### config.mk
export PLATFORM = sky130hd
export DESIGN_NAME = invader_alive_map
export DESIGN_NICKNAME = d
export VERILOG_FILES = /design/src/rtl/invader_alive_map_pkg.sv /design/src/rtl/invader_alive_map_score_accum.sv /design/src/rtl/invader_alive_map.sv
export SDC_FILE = /design/constraint.sdc
export NUM_CORES = 1
export LEC_CHECK = 0
export BUFFER_PORTS_ARGS = -buffer_cell sky130_fd_sc_hd__buf_2
export CAP_MARGIN = 5
export CORE_UTILIZATION = 61
export CTS_BUF_LIST = sky130_fd_sc_hd__clkbuf_2 sky130_fd_sc_hd__clkbuf_4 sky130_fd_sc_hd__clkbuf_8
export DETAILED_ROUTE_END_ITERATION = 7
export PLACE_DENSITY_LB_ADDON = 0.15
export SLEW_MARGIN = 5
export SYNTH_ARGS = -nofsm -noshare
export SYNTH_HDL_FRONTEND = slang
export SYNTH_HIERARCHICAL = 1
export SYNTH_SLANG_ARGS = --single-unit
export TNS_END_PERCENT = 10
### constraint.sdc
create_clock -name clk -period 5.9 [get_ports clk]
set_input_delay 1.18 -clock clk [delete_from_list [all_inputs] [get_ports clk]]
set_output_delay 1.18 -clock clk [all_outputs]
set_load 0.005 [all_outputs]
### src/rtl/invader_alive_map_pkg.sv
// invaders_pkg: shared sizes, FSM states and scoring helpers for invader_alive_map.
// to_bcd is used by score_accum when INVADER_SCORE_BCD_EN is defined.
package invaders_pkg;

  localparam int NUM_ROWS     = 3;
  localparam int NUM_INVADERS = 10;
  localparam int POINTS_BASE  = 10;
  localparam int ROW_W        = $clog2(NUM_ROWS);
  localparam int COL_W        = $clog2(NUM_INVADERS);

  typedef enum logic [1:0] {
    EMPTY,
    FILL,
    PLAY,
    DONE
  } alive_state_t;

  typedef logic [ROW_W-1:0] row_idx_t;
  typedef logic [COL_W-1:0] col_idx_t;

  // Lower rows are closer to the player, so row 0 is worth the most.
  function automatic logic [15:0] row_points(
    input int row,
    input int nrows = NUM_ROWS,
    input int base  = POINTS_BASE
  );
    return 16'((nrows - row) * base);
  endfunction

  // Four packed BCD digits of a value below 10000.
  function automatic logic [15:0] to_bcd(input int unsigned v);
    logic [15:0]  r;
    int unsigned  t;
    r = '0;
    t = v;
    for (int i = 0; i < 4; i++) begin
      r[4*i+:4] = 4'(t % 10);
      t = t / 10;
    end
    return r;
  endfunction

endpackage

### src/rtl/invader_alive_map_score_accum.sv
// score_accum: saturating score register with clear-over-add priority.
// INVADER_SCORE_BCD_EN selects a 4-digit BCD score saturating at 9999.
module score_accum
  import invaders_pkg::*;
#(
  parameter int SCORE_W = 16
) (
  input  logic               clk,
  input  logic               rst,
  input  logic               clr,
  input  logic               add_en,
  input  logic [15:0]        add_pts,
  output logic [SCORE_W-1:0] score
);

`ifdef INVADER_SCORE_BCD_EN

  logic [15:0] score_q;
  logic [15:0] score_d;
  logic [15:0] pts_bcd;
  logic [15:0] sum;
  logic        carry;
  logic [4:0]  ds;

  // Digit-serial BCD add; a carry out of the top digit saturates.
  always_comb begin
    pts_bcd = to_bcd(32'(add_pts));
    carry   = 1'b0;
    sum     = '0;
    ds      = '0;
    for (int i = 0; i < 4; i++) begin
      ds = 5'(score_q[4*i+:4]) + 5'(pts_bcd[4*i+:4]) + 5'(carry);
      if (ds > 5'd9) begin
        ds    = ds + 5'd6;
        carry = 1'b1;
      end else begin
        carry = 1'b0;
      end
      sum[4*i+:4] = ds[3:0];
    end
    score_d = score_q;
    if (clr) begin
      score_d = '0;
    end else if (add_en) begin
      score_d = carry ? 16'h9999 : sum;
    end
  end

  // Score register.
  always_ff @(posedge clk) begin
    if (!rst) begin
      score_q <= '0;
    end else begin
      score_q <= score_d;
    end
  end

  assign score = SCORE_W'(score_q);

`else

  logic [SCORE_W-1:0] score_q;
  logic [SCORE_W-1:0] score_d;
  logic [SCORE_W:0]   sum;

  // Binary add with the carry-out used as the saturation flag.
  always_comb begin
    sum     = {1'b0, score_q} + (SCORE_W+1)'(add_pts);
    score_d = score_q;
    if (clr) begin
      score_d = '0;
    end else if (add_en) begin
      score_d = sum[SCORE_W] ? '1 : sum[SCORE_W-1:0];
    end
  end

  // Score register.
  always_ff @(posedge clk) begin
    if (!rst) begin
      score_q <= '0;
    end else begin
      score_q <= score_d;
    end
  end

  assign score = score_q;

`endif

endmodule

### src/rtl/invader_alive_map.sv
// invader_alive_map: alive mask, kill handling, wave FSM and score.
// INVADER_SCORE_BCD_EN switches the score to packed BCD (see score_accum).
module invader_alive_map #(
  parameter int NUM_INVADERS = invaders_pkg::NUM_INVADERS,
  parameter int NUM_ROWS     = invaders_pkg::NUM_ROWS,
  parameter int POINTS_BASE  = invaders_pkg::POINTS_BASE,
  parameter int SCORE_W      = 16
) (
  input  logic                                      clk,
  input  logic                                      rst,
  input  logic                                      new_wave,
  input  logic                                      score_clr,
  input  logic                                      hit_valid,
  output logic                                      hit_ready,
  input  logic [$clog2(NUM_ROWS)-1:0]               hit_row,
  input  logic [$clog2(NUM_INVADERS)-1:0]           hit_col,
  output logic [NUM_ROWS-1:0][NUM_INVADERS-1:0]     alive,
  output logic [$clog2(NUM_ROWS*NUM_INVADERS+1)-1:0] alive_count,
  output logic [SCORE_W-1:0]                        score,
  output logic                                      kill_pulse,
  output logic                                      wave_cleared,
  output logic                                      busy
);

  import invaders_pkg::*;

  localparam int RW    = $clog2(NUM_ROWS);
  localparam int CW    = $clog2(NUM_INVADERS);
  localparam int CNT_W = $clog2(NUM_ROWS*NUM_INVADERS+1);

  alive_state_t                          state_q, state_d;
  logic [RW-1:0]                         row_q, row_d;
  logic [NUM_ROWS-1:0][NUM_INVADERS-1:0] alive_q, alive_d;
  logic [NUM_ROWS-1:0][NUM_INVADERS-1:0] hit_sel;
  logic [CNT_W-1:0]                      cnt_q, cnt_d;
  logic                                  kill_q, kill_d;
  logic                                  clr_q, clr_d;
  logic                                  hit_bit;
  logic                                  do_kill;
  logic [15:0]                           pts;

  // One-hot select of the addressed cell; out-of-range indices select nothing.
  always_comb begin
    hit_sel = '0;
    for (int r = 0; r < NUM_ROWS; r++) begin
      for (int c = 0; c < NUM_INVADERS; c++) begin
        if (hit_row == RW'(r) && hit_col == CW'(c)) begin
          hit_sel[r][c] = 1'b1;
        end
      end
    end
  end

  assign hit_bit   = |(hit_sel & alive_q);
  assign hit_ready = (state_q == PLAY) && !new_wave;
  assign do_kill   = hit_valid && hit_ready && hit_bit;
  assign pts       = row_points(int'(hit_row), NUM_ROWS, POINTS_BASE);

  // Wave FSM: fill rows, consume hits, detect the cleared wave.
  always_comb begin
    state_d = state_q;
    row_d   = row_q;
    alive_d = alive_q;
    cnt_d   = cnt_q;
    kill_d  = 1'b0;
    clr_d   = 1'b0;
    unique case (state_q)
      EMPTY, DONE: begin
        if (new_wave) begin
          state_d = FILL;
          row_d   = '0;
        end
      end
      FILL: begin
        alive_d[row_q] = '1;
        cnt_d = cnt_q + CNT_W'(NUM_INVADERS);
        if (row_q == RW'(NUM_ROWS-1)) begin
          state_d = PLAY;
        end else begin
          row_d = row_q + RW'(1);
        end
      end
      PLAY: begin
        if (new_wave) begin
          state_d = FILL;
          row_d   = '0;
          alive_d = '0;
          cnt_d   = '0;
        end else if (do_kill) begin
          alive_d = alive_q & ~hit_sel;
          cnt_d   = cnt_q - CNT_W'(1);
          kill_d  = 1'b1;
          if (cnt_q == CNT_W'(1)) begin
            clr_d   = 1'b1;
            state_d = DONE;
          end
        end
      end
      default: state_d = EMPTY;
    endcase
  end

  // State, mask and pulse registers.
  always_ff @(posedge clk) begin
    if (!rst) begin
      state_q <= EMPTY;
      row_q   <= '0;
      alive_q <= '0;
      cnt_q   <= '0;
      kill_q  <= 1'b0;
      clr_q   <= 1'b0;
    end else begin
      state_q <= state_d;
      row_q   <= row_d;
      alive_q <= alive_d;
      cnt_q   <= cnt_d;
      kill_q  <= kill_d;
      clr_q   <= clr_d;
    end
  end

  score_accum #(
    .SCORE_W(SCORE_W)
  ) u_score (
    .clk    (clk),
    .rst    (rst),
    .clr    (score_clr),
    .add_en (do_kill),
    .add_pts(pts),
    .score  (score)
  );

  assign alive        = alive_q;
  assign alive_count  = cnt_q;
  assign kill_pulse   = kill_q;
  assign wave_cleared = clr_q;
  assign busy         = (state_q == FILL);

endmodule

==> flow_metrics.py, run 1 <==
metrics = {
    "grt": {
        "grt_pass1_vias": 3238,
        "grt_pass1_wl_mm": 15.5,
        "antenna_found_initial": 0,
        "grt.total_usage_pct": 29.5,
        "grt_max_degree": 42,
        "grt_overflow": 0,
    },
    "final_layout": {
        "drive_above_1_share_pct": 23.9,
        "fin_util_pct": 72.0,
        "nNetsFinal": 520,
        "final_common_cell": "buf_2",
        "area_growth_pct": 10.9,
        "num_antenna_cells": 0,
        "final_cell_mix": "65 x buf_2, 57 x dfxtp_1, 36 x a21oi_1",
    },
    "worst_hold_path": {
        "min_path_cells": 2,
        "min_from": "state_q[0]",
        "hold_end": "state_q[0]",
        "hp-class": "reg2reg",
    },
    "clocking": {
        "numCtsBuffers": 9,
        "post_cts_resized": 0,
        "cts-root-buf": "clkbuf_8",
        "clock_latency_ps": 340,
        "post-cts-setup-buffer-count": 0,
        "cts_num_sinks": 57,
        "h-tree-depth": 3,
        "holdBufCountCts": 0,
        "cts.clk_slew.worst_paths_ps": 70,
        "cts_max_path_buffers": 2,
        "cts_tree": "done",
    },
    "setup_path": {
        "worst-path-buf-inv": 1,
        "r2r_cells": 9,
        "path_class": "in2reg",
        "cp_data_arrival_time_ps": 4560,
        "critPathTopFamily": "simple AND/OR/NAND/NOR gates",
        "cp_max_fo": 21,
        "r2r-end": "u_score/score[9]",
        "crit-reg2reg-launch": "alive[20]",
        "end_kind": "flop",
        "cp_slowest_cell": "nor2b_1",
        "worst_setup_path_start_kind": "input port",
        "reg2reg_slack_ps": 2700,
        "critPathMaxStageDelay_ps": 570,
        "path_cells": "buf_2, nor2b_1, a221o_1, o2111ai_1, and4_4, a21boi_4, and2_1, nand3b_1, a31oi_4, a41oi_1",
        "path_depth": 10,
        "cp.required_ps": 6080,
    },
    "synthesis": {
        "synth_top_flop_cell": "dfxtp_1",
        "synth_top_area_share_pct": 29.0,
        "ys_types": 77,
        "syn_avg_cell_area_sq_um": 9.19,
        "synthSimpleGateAreaFrac_pct": 15.2,
        "ys_warn_count": 6,
        "synth_top_family_by_area": "compound AO/OA/AOI/OAI gates",
        "synth_compound_area_share_pct": 34.2,
        "seq_area_frac_synth_pct": 29.0,
        "synthAdderAreaFrac_pct": 9.10,
        "ys_top_cells_by_area": "dfxtp_1 29%, o221a_1 8.9%, ha_1 8.6%",
        "ys_async_sr_fraction_pct": 0,
        "synth_cells": 428,
        "synthMuxAreaShare_pct": 2.29,
        "synthesis.area_sq_um": 3930,
        "synthXorXnorAreaFrac_pct": 3.12,
        "yosys.area.top_type": "dfxtp_1",
        "synth-edff-count": 0,
        "ys_ff_latch": 57,
    },
    "sta": {
        "rsz0062_at_grt": "no",
        "setup_violations": 0,
        "hold_violations": 0,
        "fin_skew_ps": 7.42,
        "min_period_ps": 4390,
        "whs_ps": 522,
        "finalSetupTns_ps": 0,
        "finalCritPeriodShare_pct": 74.4,
        "tightestPinTransition_ps": 1060,
        "slew_headroom_pct": 29.1,
        "slew_violations": 0,
        "fmax_mhz": 228,
    },
    "die": {
        "rows": 28,
        "die_w_um": 82.3,
        "core_sq_um": 6060,
        "pin_count": 66,
        "dieArea_sq_um": 6770,
        "die_y_um": 82.3,
        "start_util_pct": 64.9,
    },
    "power": {
        "pwr-share-comb_pct": 21.8,
        "intPower_uw": 659,
        "seq_power_share_pct": 45.5,
        "switchingPower_uw": 308,
        "p_clk_share_pct": 32.8,
        "p_leak_uw": 0.00190,
        "sw_frac_of_total_pct": 31.8,
        "p_total_uw": 967,
        "ir_worst_vdd_uv": 148,
        "power_density_nw_per_um2": 222,
    },
    "route": {
        "routedWlPerCell_um": 17.5,
        "drt-total-wl_mm": 9.79,
        "firstDrtPassIters": 6,
        "vias_per_cell": 6.60,
        "drt_iter0_markers": 446,
        "ant_nets": 0,
        "route.detailed.drc": 0,
        "vias": 3705,
    },
    "place": {
        "gp_congestion": 1.01,
        "portBuffers": 65,
        "place.detailed.hpwl_mm": 6.87,
    },
    "status": {
        "status": "finished, final reports clean",
    },
    "flow_run": {
        "cap_violations": 0,
    },
}
-- sequential cells by signal, indices dropped and copies added, names as in the netlist --
register	count
kill_pulse	1
u_score/score	16
alive	30
wave_cleared	1
state_q	2
row_q	2
alive_count	5
-- Yosys cell counts, drive strengths merged (3+ instances only) --
master,n
dfxtp,57
a21oi,48
o221a,33
o21ai,32
ha,27
a31oi,21
inv,19
buf,18
clkbuf,17
nand2,15
nor2b,15
nor2,11
xnor2,10
and2,9
a21o,8
nand3,8
mux2,5
nand2b,4
nor4b,4
o211ai,4
xor2,4
a41oi,3
and3,3
mux2i,3
nand4,3
nor3b,3
-- worst reg2reg max path: cells and delay by family (launching register included) --
family / cells / cell delay (ps)
compound gates: 6 / 1710
flops: 1 / 360
simple gates: 3 / 980
-- routing by layer --
layer | track usage [%] | vias up | routed length (um)
li1 | - | 1732 | -
met1 | 41.5 | 1746 | 4560
met2 | 45.0 | 202 | 4350
met3 | 4.73 | 25 | 704
met4 | 10.9 | 0 | 183
met5 | 0 | - | 0
-- how the worst max path moves through the flow --
stage                     startpoint                 to  slack (ps)
after global routing      hit_col[0]   u_score/score[9]        1280
after floorplan           hit_col[0]  u_score/score[13]        2380
final                     hit_col[0]   u_score/score[9]        1510
after CTS                 hit_col[0]   u_score/score[9]        1640
after global placement    hit_col[0]   u_score/score[9]        1480
after detailed placement  hit_col[0]   u_score/score[9]        1290
-- cell families after synthesis --
logic type      after synthesis
compound gates              176
xor+xnor                     14
flops                        57
fa+ha+maj                    28
mux                           8
simple gates                 90
buf+inv                      54
other cells                   1
-- cell type report --
cell class              instances  area [sq um]
clock buffers                  10           131
clock inverters                 6          35.0
fillers                       492          1700
inverters                      19          71.3
multi-input cells             328          2560
flip-flops and latches         57          1140
well taps                      75          93.8
repair buffers                 66           333
-- stage by stage --
step                cell area (sq um)  std cells  setup slack (ps)
global route                     4360        561              1280
global placement                 4200        545              1480
detailed placement               4200        545              1290
finish                           4360        561              1510
CTS                              4360        561              1640
floorplan                        3980        439              2380
-- power groups by stage --
stage / Clock, uW / Combinational, uW / Sequential (uW)
finish: 317 / 211 / 440
global route: 332 / 231 / 443
CTS: 315 / 208 / 439
detailed placement: 0 / 205 / 447
global placement: 0 / 201 / 446
floorplan: 0 / 149 / 444
Power figures use the tool's default switching activity.
==> inputs of run 2 (changes only) <==
--- a/config.mk
+++ b/config.mk
@@ -5,9 +5,10 @@
 export SDC_FILE = /design/constraint.sdc
 export NUM_CORES = 1
 export LEC_CHECK = 0
+export ABC_AREA = 1
 export BUFFER_PORTS_ARGS = -buffer_cell sky130_fd_sc_hd__buf_2
 export CAP_MARGIN = 5
-export CORE_UTILIZATION = 61
+export CORE_UTILIZATION = 60
 export CTS_BUF_LIST = sky130_fd_sc_hd__clkbuf_2 sky130_fd_sc_hd__clkbuf_4 sky130_fd_sc_hd__clkbuf_8
 export DETAILED_ROUTE_END_ITERATION = 7
 export PLACE_DENSITY_LB_ADDON = 0.15
==> constraint.sdc (replaced) <==
create_clock -name clk -period 4.5 [get_ports clk]
set_input_delay 0.9 -clock clk [delete_from_list [all_inputs] [get_ports clk]]
set_output_delay 0.9 -clock clk [all_outputs]
set_load 0.005 [all_outputs]
==> flow_metrics.py, run 2 <==
metrics = {
    "synthesis": {
        "ys_async_sr_fraction_pct": 0,
        "yosys.area.top_type": "dfxtp_1",
        "syn_avg_cell_area_sq_um": 6.00,
        "synth_cells": 759,
        "ys_types": 39,
        "synth_common_cells": "183 x nand2_1, 156 x nor2_1, 70 x inv_1, 69 x nand3_1, 57 x dfxtp_1",
        "synth_top_area_share_pct": 25.1,
        "ys_warn_count": 6,
        "synth-edff-count": 0,
        "synth_top_flop_cell": "dfxtp_1",
        "seq_area_frac_synth_pct": 25.1,
        "ys_ff_latch": 57,
        "synthesis.area_sq_um": 4550,
        "ys_top_cells_by_area": "dfxtp_1 25%, nand2_1 15%, nor2_1 13%",
        "yosysMostFrequentCell": "nand2_1",
    },
    "route": {
        "drt_iter0_markers": 407,
        "firstDrtPassIters": 6,
        "routedWlPerCell_um": 13.0,
        "drt-total-wl_mm": 12.0,
        "vias": 5016,
        "ant_nets": 0,
        "vias_per_cell": 5.46,
        "route.detailed.drc": 0,
    },
    "sta": {
        "finalSetupTns_ps": 0,
        "rsz0062_at_grt": "no",
        "min_period_ps": 3060,
        "fmax_mhz": 327,
        "fin_skew_ps": 5.71,
        "finalCritPeriodShare_pct": 68.0,
        "slew_headroom_pct": 50.1,
        "tightestPinTransition_ps": 749,
        "slew_violations": 0,
        "setup_ws_ps": 1440,
        "hold_violations": 0,
        "setup_violations": 0,
    },
    "final_layout": {
        "largest_register_ffs": 30,
        "final_cell_mix": "182 x nand2_1, 156 x nor2_1, 70 x inv_1",
        "final_common_cell": "nand2_1",
        "final_cell_area_sq_um": 5070,
        "drive_above_1_share_pct": 15.1,
        "nNetsFinal": 853,
        "num_antenna_cells": 0,
        "area_growth_pct": 11.5,
    },
    "setup_path": {
        "r2r-end": "u_score/score[1]",
        "reg2reg_slack_ps": 1550,
        "cp_max_fo": 36,
        "end_kind": "primary output",
        "cp_slowest_cell": "buf_4",
        "path_cells": "inv_1, ha_1, buf_4, inv_1, nor2_4, buf_4, buf_2",
        "cp.required_ps": 3600,
        "cp_data_arrival_time_ps": 2160,
        "worst_setup_path_start_kind": "flop",
        "critPathMaxStageDelay_ps": 360,
        "crit-reg2reg-launch": "state_q[0]",
        "r2r_cells": 12,
        "path_class": "reg2out",
    },
    "place": {
        "portBuffers": 65,
        "place_ws_ps": 1230,
        "gp_congestion": 0.993,
        "dpl_cell_area_sq_um": 4900,
        "place.detailed.hpwl_mm": 8.58,
    },
    "status": {
        "status": "finished, final reports clean",
    },
    "clocking": {
        "cts_num_sinks": 57,
        "post_cts_resized": 0,
        "h-tree-depth": 3,
        "holdBufCountCts": 0,
        "cts_tree": "done",
        "clock_latency_ps": 340,
        "cts.clk_slew.worst_paths_ps": 60,
        "post-cts-setup-buffer-count": 0,
        "cts_max_path_buffers": 2,
        "cts-root-buf": "clkbuf_8",
        "numCtsBuffers": 9,
    },
    "power": {
        "p_clk_share_pct": 16.2,
        "seq_power_share_pct": 32.6,
        "intPower_uw": 1440,
        "switchingPower_uw": 1200,
        "ir_worst_vdd_uv": 276,
        "power_density_nw_per_um2": 520,
        "p_leak_uw": 0.00271,
        "sw_frac_of_total_pct": 45.6,
        "pwr-share-comb_pct": 51.1,
    },
    "die": {
        "dieArea_sq_um": 7940,
        "core_sq_um": 7290,
        "die_y_um": 89.1,
        "rows": 31,
        "pin_count": 66,
        "die_w_um": 89.1,
        "start_util_pct": 62.4,
    },
    "worst_hold_path": {
        "min_path_cells": 2,
        "hold_end": "row_q[1]",
        "min_from": "row_q[1]",
        "hp-class": "reg2reg",
    },
    "grt": {
        "antenna_found_initial": 0,
        "grt_pass1_wl_mm": 19.4,
        "grt_max_degree": 70,
        "grt.total_usage_pct": 31.2,
        "grt_overflow": 0,
        "grt_pass1_vias": 4326,
    },
    "flow_run": {
        "cap_violations": 0,
    },
}
## run 2: cell count changes in the layout (fill, tap and decap cells not counted), moves of 10 or more
cell	previous run	this run
nand2_1	14	182
inv_1	19	70
nand3_1	8	69
nor2b_1	15	0
nor2_1	9	156
o221a_1	31	0
a31oi_1	20	30
## run 2: worst max-delay path by stage
stage                     startpoint                to  slack (ps)  cells past startpoint
after CTS                 state_q[0]         hit_ready        1450                      7
after detailed placement  hit_col[0]  u_score/score[1]        1230                     15
after global routing      hit_col[0]  u_score/score[1]        1210                     15
after floorplan           hit_col[0]  u_score/score[7]        2100                     15
after global placement    hit_col[0]  u_score/score[0]        1270                     15
final                     state_q[0]         hit_ready        1440                      7
## run 2: per-stage QoR
step           utilization, %  instances  power (uW)  hold WS, ps
6_report                 69.6        918        2640          503
5_1_grt                  69.6        918        2890          528
4_1_cts                  69.6        918        2630          498
3_5_place_dp             67.2        902        2200          489
3_3_place_gp             67.2        902        2150          471
2_1_floorplan               -        770        1860          455
## run 2: logic make-up after synthesis
kind of cell	share of synthesized area [%]
fa+ha+maj	7.86
other cells	0.0824
flops	25.1
buf+inv	10.1
compound gates	14.0
xor+xnor	1.73
simple gates	41.2
## run 2: power groups by stage
stage | combinational [uW] | clock [uW] | sequential (uW)
floorplan | 1030 | 0 | 831
global placement | 1290 | 0 | 859
detailed placement | 1340 | 0 | 866
CTS | 1340 | 435 | 856
global route | 1550 | 457 | 886
finish | 1350 | 428 | 861
## run 2: routing by layer
| metal | GRT usage [%] | vias to the layer above | wire length, um |
|---|---|---|---|
| li1 | - | 2541 | - |
| met1 | 39.1 | 2258 | 5020 |
| met2 | 51.1 | 186 | 5790 |
| met3 | 6.19 | 31 | 854 |
| met4 | 15.4 | 0 | 306 |
| met5 | 0 | - | 0 |
## run 2: cell type report
type | count | area [sq um]
multi-input combinational | 602 | 3000
fill | 713 | 2220
sequential | 57 | 1140
timing repair buffer | 70 | 363
inverter | 74 | 278
clock buffer | 13 | 154
tap | 99 | 124
clock inverter | 3 | 17.5
## run 2: critical path: cells and delay by family (launching register included)
family / cells / cell delay (ps)
buf+inv: 5 / 1200
fa+ha+maj: 1 / 150
flops: 1 / 330
simple gates: 1 / 130
==> inputs of run 3 (changes only) <==
==> constraint.sdc (replaced) <==
create_clock -name clk -period 3 [get_ports clk]
set_input_delay 0.6 -clock clk [delete_from_list [all_inputs] [get_ports clk]]
set_output_delay 0.6 -clock clk [all_outputs]
set_load 0.005 [all_outputs]
==> flow_metrics.py, run 3 (synthesis results as in run 2) <==
metrics = {
    "clocking": {
        "post_cts_resized": 0,
        "post-cts-setup-buffer-count": 0,
        "holdBufCountCts": 0,
        "numCtsBuffers": 9,
        "h-tree-depth": 3,
        "cts_max_path_buffers": 2,
        "clock_latency_ps": 340,
        "cts_num_sinks": 57,
        "cts.clk_slew.worst_paths_ps": 70,
        "cts_tree": "done",
        "cts-root-buf": "clkbuf_8",
    },
    "power": {
        "p_total_uw": 4100,
        "sw_frac_of_total_pct": 44.6,
        "p_leak_uw": 0.00275,
        "power_density_nw_per_um2": 797,
        "ir_worst_vdd_uv": 421,
        "intPower_uw": 2270,
        "p_clk_share_pct": 18.2,
        "seq_power_share_pct": 31.7,
        "switchingPower_uw": 1830,
        "pwr-share-comb_pct": 50.1,
    },
    "worst_hold_path": {
        "hp-class": "reg2reg",
        "min_path_cells": 2,
        "hold_end": "row_q[1]",
        "min_from": "row_q[1]",
    },
    "place": {
        "place.detailed.hpwl_mm": 8.67,
        "dpl_cell_area_sq_um": 4940,
        "portBuffers": 65,
        "gp_congestion": 0.972,
        "place_ws_ps": 326,
    },
    "final_layout": {
        "final_common_cell": "nand2_1",
        "fin_util_pct": 70.5,
        "nFillCells": 667,
        "largest_register_ffs": 30,
        "nNetsFinal": 857,
        "area_growth_pct": 13.0,
        "final_cell_area_sq_um": 5140,
        "final_cell_mix": "182 x nand2_1, 156 x nor2_1, 70 x inv_1",
        "drive_above_1_share_pct": 15.5,
        "num_antenna_cells": 0,
    },
    "grt": {
        "grt.total_usage_pct": 31.4,
        "antenna_found_initial": 0,
        "grt_max_degree": 40,
        "grt_pass1_vias": 4451,
        "grt_overflow": 0,
        "grt_pass1_wl_mm": 19.4,
    },
    "setup_path": {
        "path_class": "in2reg",
        "r2r-end": "alive_count[1]",
        "cp_common_cell": "nand2_1",
        "worst_setup_path_start_kind": "input port",
        "worst-path-buf-inv": 3,
        "cp_max_fo": 36,
        "path_cells": "buf_2, inv_1, nand2_1, nor2_1, nand3_1, nand2_1, nor2_1, nand2_1, nor2_1, nand2_2, nand2_4, nand2_4, buf_12, nand2_1, nand2_1, nand2_1, nor2_1",
        "r2r_cells": 13,
        "reg2reg_slack_ps": 820,
        "cp_data_arrival_time_ps": 2680,
        "end_kind": "flop",
        "cp.required_ps": 3290,
        "critPathTopFamily": "simple AND/OR/NAND/NOR gates",
        "crit-reg2reg-launch": "state_q[0]",
        "critPathMaxStageDelay_ps": 330,
        "cp_slowest_cell": "nor2_1",
    },
    "flow_run": {
        "cap_violations": 0,
    },
    "sta": {
        "min_period_ps": 2400,
        "hold_violations": 0,
        "setup_ws_ps": 603,
        "finalSetupTns_ps": 0,
        "slew_headroom_pct": 53.8,
        "tightestPinTransition_ps": 691,
        "slew_violations": 0,
        "setup_violations": 0,
        "rsz0062_at_grt": "no",
        "fin_skew_ps": 4.21,
        "finalCritPeriodShare_pct": 79.9,
        "fmax_mhz": 417,
    },
    "route": {
        "drt-total-wl_mm": 12.2,
        "routedWlPerCell_um": 13.2,
        "vias": 5055,
        "drt_iter0_markers": 356,
        "vias_per_cell": 5.49,
        "firstDrtPassIters": 5,
        "ant_nets": 0,
        "route.detailed.drc": 0,
    },
    "die": {
        "die_w_um": 89.1,
        "core_sq_um": 7290,
        "pin_count": 66,
        "die_y_um": 89.1,
        "dieArea_sq_um": 7940,
        "rows": 31,
        "start_util_pct": 62.4,
    },
    "status": {
        "status": "finished, final reports clean",
    },
}
==> run 3: cell count changes in the layout (fill, tap and decap cells not counted), sizes merged <==
| cell | delta |
|---|---|
| buf | +4 |
| bufinv | +1 |
| clkbuf | -1 |
| clkinvlp | -1 |
==> run 3: how the worst max path moves through the flow <==
stage	from	depth (start not counted)	end	slack [ps]
global placement	hit_row[0]	16	alive_count[1]	440
floorplan	hit_col[0]	15	u_score/score[7]	900
CTS	hit_col[0]	17	alive_count[1]	680
finish	hit_col[0]	17	alive_count[1]	600
detailed placement	hit_col[0]	17	alive_count[1]	330
global route	hit_col[0]	17	alive_count[1]	350
==> run 3: metal layers <==
| layer | track usage, % | part of all wire (%) | vias up |
|---|---|---|---|
| met2 | 53.2 | 47 | 191 |
| li1 | - | - | 2547 |
| met5 | 0 | 0 | - |
| met4 | 17.3 | 3.2 | 0 |
| met3 | 6.19 | 6.1 | 46 |
| met1 | 37.4 | 43 | 2271 |
==> run 3: final cells by class <==
class | count | area, sq um | share of cell area (%)
clock buffers | 12 | 159 | 3.09
well taps | 99 | 124 | 2.41
multi-input cells | 602 | 3000 | 58.3
repair buffers | 74 | 405 | 7.88
clock inverters | 3 | 40.0 | 0.778
inverters | 74 | 278 | 5.40
flip-flops and latches | 57 | 1140 | 22.2
==> run 3: power by group through the flow <==
stage	Clock [uW]	Sequential [uW]	Combinational, uW
3_3_place_gp	0	1290	1970
2_1_floorplan	0	1250	1540
4_1_cts	761	1290	2030
6_report	745	1300	2060
3_5_place_dp	0	1300	2020
5_1_grt	793	1330	2370
==> run 3: tightest hold or removal path, delay by kind of cell (launching register included) <==
kind | cells | cell delay (ps)
AO/OA/AOI/OAI | 1 | 50
flip-flops | 1 | 330
AND/OR/NAND/NOR | 1 | 70
==> run 3: per-stage QoR <==
stage | cells | hold WS (ps)
3_5_place_dp | 906 | 476
6_report | 921 | 486
2_1_floorplan | 770 | 455
4_1_cts | 921 | 486
3_3_place_gp | 906 | 474
5_1_grt | 921 | 516
